===== config.mk =====
export PLATFORM = sky130hd
export DESIGN_NAME = imm_gen_pipe
export DESIGN_NICKNAME = d
export VERILOG_FILES = /design/src/rtl/imm_pkg.sv /design/src/rtl/imm_decode.sv /design/src/rtl/imm_gen_pipe.sv
export SDC_FILE = /design/constraint.sdc
export NUM_CORES = 1
export LEC_CHECK = 0
export CAP_MARGIN = 10
export CORE_ASPECT_RATIO = 1.1
export CORE_MARGIN = 10
export CORE_UTILIZATION = 45
export CTS_CLUSTER_DIAMETER = 120
export DETAILED_ROUTE_END_ITERATION = 8
export GPL_TIMING_DRIVEN = 0
export PLACE_DENSITY = 0.77
export REMOVE_ABC_BUFFERS = 1
export SLEW_MARGIN = 20
export SYNTH_ARGS = -nofsm -noshare
export SYNTH_HDL_FRONTEND = slang
export SYNTH_SLANG_ARGS = --single-unit

===== constraint.sdc =====
create_clock -name clk -period 1.5 [get_ports clk]
set_clock_uncertainty 0.05 [all_clocks]
set_input_delay 0.3 -clock clk [delete_from_list [all_inputs] [get_ports clk]]
set_output_delay 0.3 -clock clk [all_outputs]
set_load 0.01 [all_outputs]

===== src/rtl/imm_pkg.sv =====
// Shared immediate-format codes and default datapath width for the decode stage.
package imm_pkg;

  localparam int unsigned XLEN_DEFAULT = 32;

  typedef enum logic [2:0] {
    IMM_I = 3'b000,
    IMM_S = 3'b001,
    IMM_B = 3'b010,
    IMM_U = 3'b011,
    IMM_J = 3'b100,
    IMM_Z = 3'b101
  } imm_src_e;

endpackage


===== src/rtl/imm_decode.sv =====
// Combinational immediate extraction and extension for RV32/RV64 base formats.
module imm_decode
  import imm_pkg::*;
#(
  parameter int unsigned XLEN = XLEN_DEFAULT
) (
  input  logic [31:0]     instr,
  input  logic [2:0]      imm_src,
  output logic [XLEN-1:0] imm,
  output logic            illegal
);

  logic [31:0] imm32;

  // Every format is first built as a 32-bit value; Z keeps bit 31 clear so the
  // common sign-extension to XLEN becomes a zero-extension for it.
  always_comb begin
    imm32   = '0;
    illegal = 1'b0;
    case (imm_src_e'(imm_src))
      IMM_I:   imm32 = {{20{instr[31]}}, instr[31:20]};
      IMM_S:   imm32 = {{20{instr[31]}}, instr[31:25], instr[11:7]};
      IMM_B:   imm32 = {{19{instr[31]}}, instr[31], instr[7], instr[30:25], instr[11:8], 1'b0};
      IMM_U:   imm32 = {instr[31:12], 12'b0};
      IMM_J:   imm32 = {{11{instr[31]}}, instr[31], instr[19:12], instr[20], instr[30:21], 1'b0};
      IMM_Z:   imm32 = {27'b0, instr[19:15]};
      default: illegal = 1'b1;
    endcase
    imm = XLEN'($signed(imm32));
  end

endmodule


===== src/rtl/imm_gen_pipe.sv =====
// Registered immediate generator: imm_decode followed by a valid/ready slice
// with optional skid entry so in_ready never depends combinationally on out_ready.
module imm_gen_pipe
  import imm_pkg::*;
#(
  parameter int unsigned XLEN = XLEN_DEFAULT,
  parameter bit          SKID = 1'b1
) (
  input  logic            clk,
  input  logic            rst_n,
  input  logic            flush,
  input  logic            in_valid,
  output logic            in_ready,
  input  logic [31:0]     instr,
  input  logic [2:0]      imm_src,
  output logic            out_valid,
  input  logic            out_ready,
  output logic [XLEN-1:0] imm_ext,
  output logic            illegal
);

  logic [XLEN-1:0] dec_imm;
  logic            dec_ill;

  logic            main_valid_q, main_valid_d;
  logic [XLEN-1:0] main_imm_q,   main_imm_d;
  logic            main_ill_q,   main_ill_d;
  logic            skid_valid_q, skid_valid_d;
  logic [XLEN-1:0] skid_imm_q,   skid_imm_d;
  logic            skid_ill_q,   skid_ill_d;

  logic            in_xfer;
  logic            main_free;

  imm_decode #(.XLEN(XLEN)) u_decode (
    .instr   (instr),
    .imm_src (imm_src),
    .imm     (dec_imm),
    .illegal (dec_ill)
  );

  assign main_free = !main_valid_q || out_ready;
  assign in_ready  = SKID ? !skid_valid_q : main_free;
  assign in_xfer   = in_valid && in_ready;

  // With SKID=1 in_ready is low whenever the skid entry is full, so a refill of
  // main from skid never coincides with a new input being accepted.
  always_comb begin
    main_valid_d = main_valid_q;
    main_imm_d   = main_imm_q;
    main_ill_d   = main_ill_q;
    skid_valid_d = skid_valid_q;
    skid_imm_d   = skid_imm_q;
    skid_ill_d   = skid_ill_q;
    if (flush) begin
      main_valid_d = 1'b0;
      skid_valid_d = 1'b0;
    end else if (main_free) begin
      if (skid_valid_q) begin
        main_valid_d = 1'b1;
        main_imm_d   = skid_imm_q;
        main_ill_d   = skid_ill_q;
        skid_valid_d = 1'b0;
      end else begin
        main_valid_d = in_xfer;
        if (in_xfer) begin
          main_imm_d = dec_imm;
          main_ill_d = dec_ill;
        end
      end
    end else if (in_xfer && SKID) begin
      skid_valid_d = 1'b1;
      skid_imm_d   = dec_imm;
      skid_ill_d   = dec_ill;
    end
  end

  always_ff @(posedge clk or negedge rst_n) begin
    if (!rst_n) begin
      main_valid_q <= 1'b0;
      main_imm_q   <= '0;
      main_ill_q   <= 1'b0;
      skid_valid_q <= 1'b0;
      skid_imm_q   <= '0;
      skid_ill_q   <= 1'b0;
    end else begin
      main_valid_q <= main_valid_d;
      main_imm_q   <= main_imm_d;
      main_ill_q   <= main_ill_d;
      skid_valid_q <= skid_valid_d;
      skid_imm_q   <= skid_imm_d;
      skid_ill_q   <= skid_ill_d;
    end
  end

  assign out_valid = main_valid_q;
  assign imm_ext   = main_imm_q;
  assign illegal   = main_ill_q;

endmodule


# Yosys cells after proc, flatten, opt, wreduce, memory -nomap -nowiden
# Index checks and enable logic that the tools add are counted.
# W data, S select, Z words.
word_totals:
  ff_bits: 68
  in_bits: 40
  wordCells: 36
classes:
  eq_ne: 5
  n_mux: 12
  bitwise_logic: 2
  reduce_logical: 11
ops:
  columns: ["operator", "n"]
  rows:
  - ["$pmux W32 S6", 1]
  - ["$mux W32", 2]
  - ["$mux W1", 9]
  - ["$eq A3 B2 Y1 const B", 2]
  - ["$eq A3 B3 Y1 const B", 2]
  - ["$reduce_and A3 Y1", 2]
  - ["$reduce_or A6 Y1", 1]
  - ["$reduce_bool A2 Y1", 2]
  - ["$eq A3 B1 Y1 const B", 1]
  - ["$logic_not A3 Y1", 1]
  - ["$reduce_bool A3 Y1", 1]
  - ["$logic_not A1 Y1", 2]
  - ["$not A1 Y1", 2]
  - ["$logic_and A1 B1 Y1", 1]
  - ["$logic_or A1 B1 Y1", 1]

# Logic depth before layout (Yosys ltp)
logic_depth:
  ltp_word: 5
  depth_mapped: 7
  ltp_nobuf: 4

# Modules after synthesis
# Synthesis repeated with hierarchy kept, for this count alone.
hier_totals:
  cells_unflattened: 266
  area_unflattened_um2: 3619.7
modules_own_cells:
  columns: ["mod", "instances", "cells_each", "area_per_inst_um2", "seq_area_each_um2"]
  rows:
  - ["imm_gen_pipe", 1, 185, 3081.7, 1701.6]
  - ["imm_decode", 1, 81, 538.0, 0.0]

# Worst setup path before layout
# No wires, ideal clock.
synth_timing:
  kind: "register -> register"
  from: "register main_valid_q (netlist: out_valid)"
  to: "register main_imm_q[19] (netlist: imm_ext[19])"
  t_arrival_ns: 1.338
  slack_ns: -0.022
  stages_incl_launch_ff: 7
  path_buffers: 2
  path_cell_list: "dfrtp_1 > and2b_4 > or3_1 > buf_4 > buf_6 > nand2_1 > o211ai_1"
synth_via:
  elab_chain_cells: 3
synth_lines:
  columns: ["element", "line_no", "source"]
  rows:
  - ["start, declared", "imm_gen_pipe.sv:25", "logic main_valid_q, main_valid_d;"]
  - ["start signal, assigned", "imm_gen_pipe.sv:87", "main_valid_q <= main_valid_d;"]
  - ["$logic_not A1 Y1", "imm_gen_pipe.sv:42", "assign main_free = !main_valid_q || out_ready;"]
  - ["$logic_or A1 B1 Y1", "imm_gen_pipe.sv:42", null]
  - ["$reduce_and A3 Y1 (no line)", null, null]
  - ["end signal, assigned", "imm_gen_pipe.sv:88", "main_imm_q <= main_imm_d;"]
  - ["end, declared", "imm_gen_pipe.sv:26", "logic [XLEN-1:0] main_imm_q, main_imm_d;"]
# No other way between the ends.
# A chain may end at the register's enable or synchronous reset.

# Worst setup path after layout
layout_timing:
  from: "register skid_valid_q"
  to: "register skid_imm_q[10]"
layout_via:
  elab_chain_cells: 3
layout_lines:
  columns: ["element", "line_no", "source"]
  rows:
  - ["start, declared", "imm_gen_pipe.sv:28", "logic skid_valid_q, skid_valid_d;"]
  - ["start signal, assigned", "imm_gen_pipe.sv:90", "skid_valid_q <= skid_valid_d;"]
  - ["$logic_not A1 Y1", "imm_gen_pipe.sv:43", "assign in_ready = SKID ? !skid_valid_q : main_free;"]
  - ["$logic_and A1 B1 Y1", "imm_gen_pipe.sv:44", "assign in_xfer = in_valid && in_ready;"]
  - ["$reduce_and A3 Y1 (no line)", null, null]
  - ["end signal, assigned", "imm_gen_pipe.sv:91", "skid_imm_q <= skid_imm_d;"]
  - ["end, declared", "imm_gen_pipe.sv:29", "logic [XLEN-1:0] skid_imm_q, skid_imm_d;"]
# No other way between the ends.

==> impl_metrics.csv <==
group,metric,value,unit
timing,hold_viol_final,0,
detailed_routing,ant_nets,0,
clock_network,clock_latency,0.36,ns
detailed_routing,drc,0,
clock_network,cts.sinks,68,
global_route,grt_first_pass_wirelength,17.7,mm
critical_path,cp-end-kind,"flip-flop",
synthesis,synth_xor_area_share,0,%
synthesis,muxShareOfSynthArea,1.73,%
final_layout,fin_util,71.2,%
die,pin_count,75,
power,cellPowerDensity,1070,nW/um2
critical_path,critPathArrivalTime,1.83,ns
die,core_area,7010,um2
final_layout,drive_gt1_share,32.0,%
synthesis,synth_area,3250,um2
critical_path,path_class,"flip-flop to flip-flop",
critical_path,path_cells,"buf_6 -> nor2_4 -> nand3_4 -> buf_12 -> buf_12 -> a22o_1",
synthesis,netlist_instances,341,
global_route,track_usage,20.5,%
placement,io_buffers,67,
critical_path,cpMostUsedCell,"buf_12",
timing,slew_violations,0,
run,maxCapViolations,0,
final_layout,fill_cells,491,
placement,pre_cts_ws,-1.63,ns
timing,worst_slew_pin_slew,0.569,ns
synthesis,yosysSeqAreaShare,52.4,%
global_route,grt_max_degree,39,
clock_network,cts_tree,"built",
timing,hold-worst-slack,0.205,ns
final_layout,diodes,0,
synthesis,synth_compound_area_share,21.2,%
critical_path,r2r_end,"skid_imm_q[10]",
final_layout,area_growth,53.5,%
critical_path,critPathCapture,"skid_imm_q[10]",
timing,min_period,1.63,ns
power,p_leak,2.10,nW
clock_network,htreeDepth,3,
die,die_w,101,um
die,die_area,11000,um2
placement,placed_cells,470,
critical_path,r2r_start,"skid_valid_q",
min_path,holdCritPathClass,"primary input to flip-flop",
critical_path,crit_path_top_delay_cell,"dfrtp_4",
timing,fin_crit_sh,109,%
die,start_util,46.4,%
run_status,status,"finished with violations",
synthesis,synthAdderAreaFrac,0.347,%
placement,dp_hpwl,6.10,mm
synthesis,yosys_warnings,0,
final_layout,final_common_cell,"dfrtp_1",
detailed_routing,via_count,3307,
final_layout,ff_latch_area,1710,um2
critical_path,crit_fanout,6,
run_status,violations,"setup timing",
placement,dpl_cell_area,3960,um2
timing,setup_violations,51,
timing,rsz0062_at_grt,"yes",
die,rows,32,
critical_path,cp-start-kind,"flip-flop",
critical_path,r2r_slack,-0.13,ns
synthesis,synth.avg_cell_area,9.53,um2
timing,maxSlewHeadroom,62.1,%
power,ir_drop,0.590,mV
synthesis,ys_types,34,
critical_path,reg2reg_depth,6,
critical_path,cpPeakStageDelay,0.51,ns
final_layout,multi_input_area,1840,um2
global_route,grt-ovfl-total,0,
critical_path,required,1.69,ns
synthesis,yosys.area_share.simple,19.5,%
timing,max_freq,612,MHz
detailed_routing,wire_per_inst,23.1,um
power,p_total,5.34,mW
clock_network,cts_root_buffer,"clkbuf_8",
final_layout,mostFrequentLayoutCells,"67 x dfrtp_1, 35 x dlygate4sd2_1, 34 x nand2_1, 26 x a21oi_1",
detailed_routing,first_pass_iters,5,
placement,gp_congestion,0.843,
timing,fin_tns_setup,-3.44,ns
clock_network,numCtsBuffers,9,
timing,timing.final.ws_setup,-0.134,ns
global_route,grt_pass1_vias,3280,
detailed_routing,drtIter0Drc,315,
clock_network,path_clk_slew,0.09,ns
clock_network,ctsLongestPathBuffers,2,
final_layout,fin_area,4990,um2
synthesis,ys_ff_latch,68,
die,die_h,109,um
critical_path,crit_start,"skid_valid_q",
global_route,antenna_found_initial,0,
detailed_routing,routed_wl,12.1,mm
final_layout,final_nets,473,
detailed_routing,via_per_inst,6.32,
synthesis,synth_top_family_by_area,"compound AO/OA/AOI/OAI gates",
final_layout,stdcell_count,523,
[where the power goes]
| part | switching (mW) | leakage, nW | internal [mW] | total, mW |
|---|---|---|---|---|
| Sequential | 0.239 | 0.875 | 2.15 | 2.39 |
| Combinational | 0.680 | 1.12 | 0.623 | 1.30 |
| Clock | 0.716 | 0.103 | 0.932 | 1.65 |
[how the worst min path moves through the flow]
stage	cells after the start	endpoint	slack, ns	start
6_report	3	skid_valid_q	0.20	out_ready
2_1_floorplan	0	illegal	-0.05	rst_n
3_3_place_gp	2	skid_imm_q[15]	0.41	skid_imm_q[15]
4_1_cts	2	imm_ext[6]	0.37	rst_n
3_5_place_dp	1	imm_ext[10]	0.22	rst_n
5_1_grt	3	skid_valid_q	0.22	out_ready
[kinds of logic after synthesis]
family	after synthesis
buffers and inverters	28
adders and majority gates	1
DFF	68
and+or+nand+nor	129
muxes	5
AOI/OAI and AO/OA	110
[synthesized netlist by cell type]
cell,instances,area (um2)
maj3_2,1,11.3
o31ai_1,1,7.51
nand2_1,55,206
inv_1,1,3.75
dfrtp_1,68,1700
or3b_4,1,11.3
a221oi_1,4,35.0
o21ai_1,6,30.0
a21oi_1,29,145
o211ai_1,24,180
buf_4,5,37.5
o21ai_0,29,145
nor3_2,1,10.0
nand3_1,26,130
nor2_2,1,6.26
clkbuf_1,10,37.5
and2b_4,1,10.0
a22o_1,6,52.6
nor2_1,15,56.3
o21bai_1,1,7.51
a311oi_1,8,70.1
buf_6,3,33.8
nor2b_1,1,6.26
nor3_1,1,5.00
buf_2,9,45.0
and3b_1,1,8.76
a22oi_1,1,7.51
nor3b_1,11,82.6
mux2_2,5,56.3
nor2b_2,2,17.5
nand2b_1,10,62.6
or3_1,2,12.5
nand2b_2,1,8.76
a211oi_1,1,7.51
[critical path, delay by kind of cell (launching register included)]
family                 cells  cell delay, ns
buffers and inverters      3            0.46
AO/OA/AOI/OAI              1            0.20
flip-flops                 1            0.51
AND/OR/NAND/NOR            2            0.27
[state kept, by name, indices dropped and copies added, names as in the netlist]
| name | cells |
|---|---|
| imm_ext | 32 |
| skid_imm_q | 32 |
| illegal | 1 |
| out_valid | 1 |
| skid_ill_q | 1 |
| skid_valid_q | 1 |
[layout make-up]
| cell class | count | area share [%] |
|---|---|---|
| Sequential cell | 68 | 34.2 |
| Clock inverter | 5 | 1.56 |
| Timing Repair Buffer | 103 | 22.5 |
| Multi-Input combinational cell | 250 | 36.9 |
| Tap cell | 85 | 2.13 |
| Inverter | 1 | 0.125 |
| Clock buffer | 11 | 2.63 |
[layer usage]
layer  vias to the layer above  wire (um)  GRT usage (%)
met4                         0        382           9.86
met2                       212       5840           31.9
li1                       1431          -              -
met3                        35       1110           6.01
met1                      1629       4750           25.5
met5                         -          0              0
[timing repair]
action | in CTS | in global routing
endpoints found under the hold margin | 30 | 0
buffers inserted | 19 | 11
gates resized for setup | 126 | 58
hold buffers | 1 | 0
pin swaps | 35 | 30
gates cloned | 7 | 4
endpoints found under the setup margin | 101 | 66
Note: power is estimated with default switching activity, not from simulation.
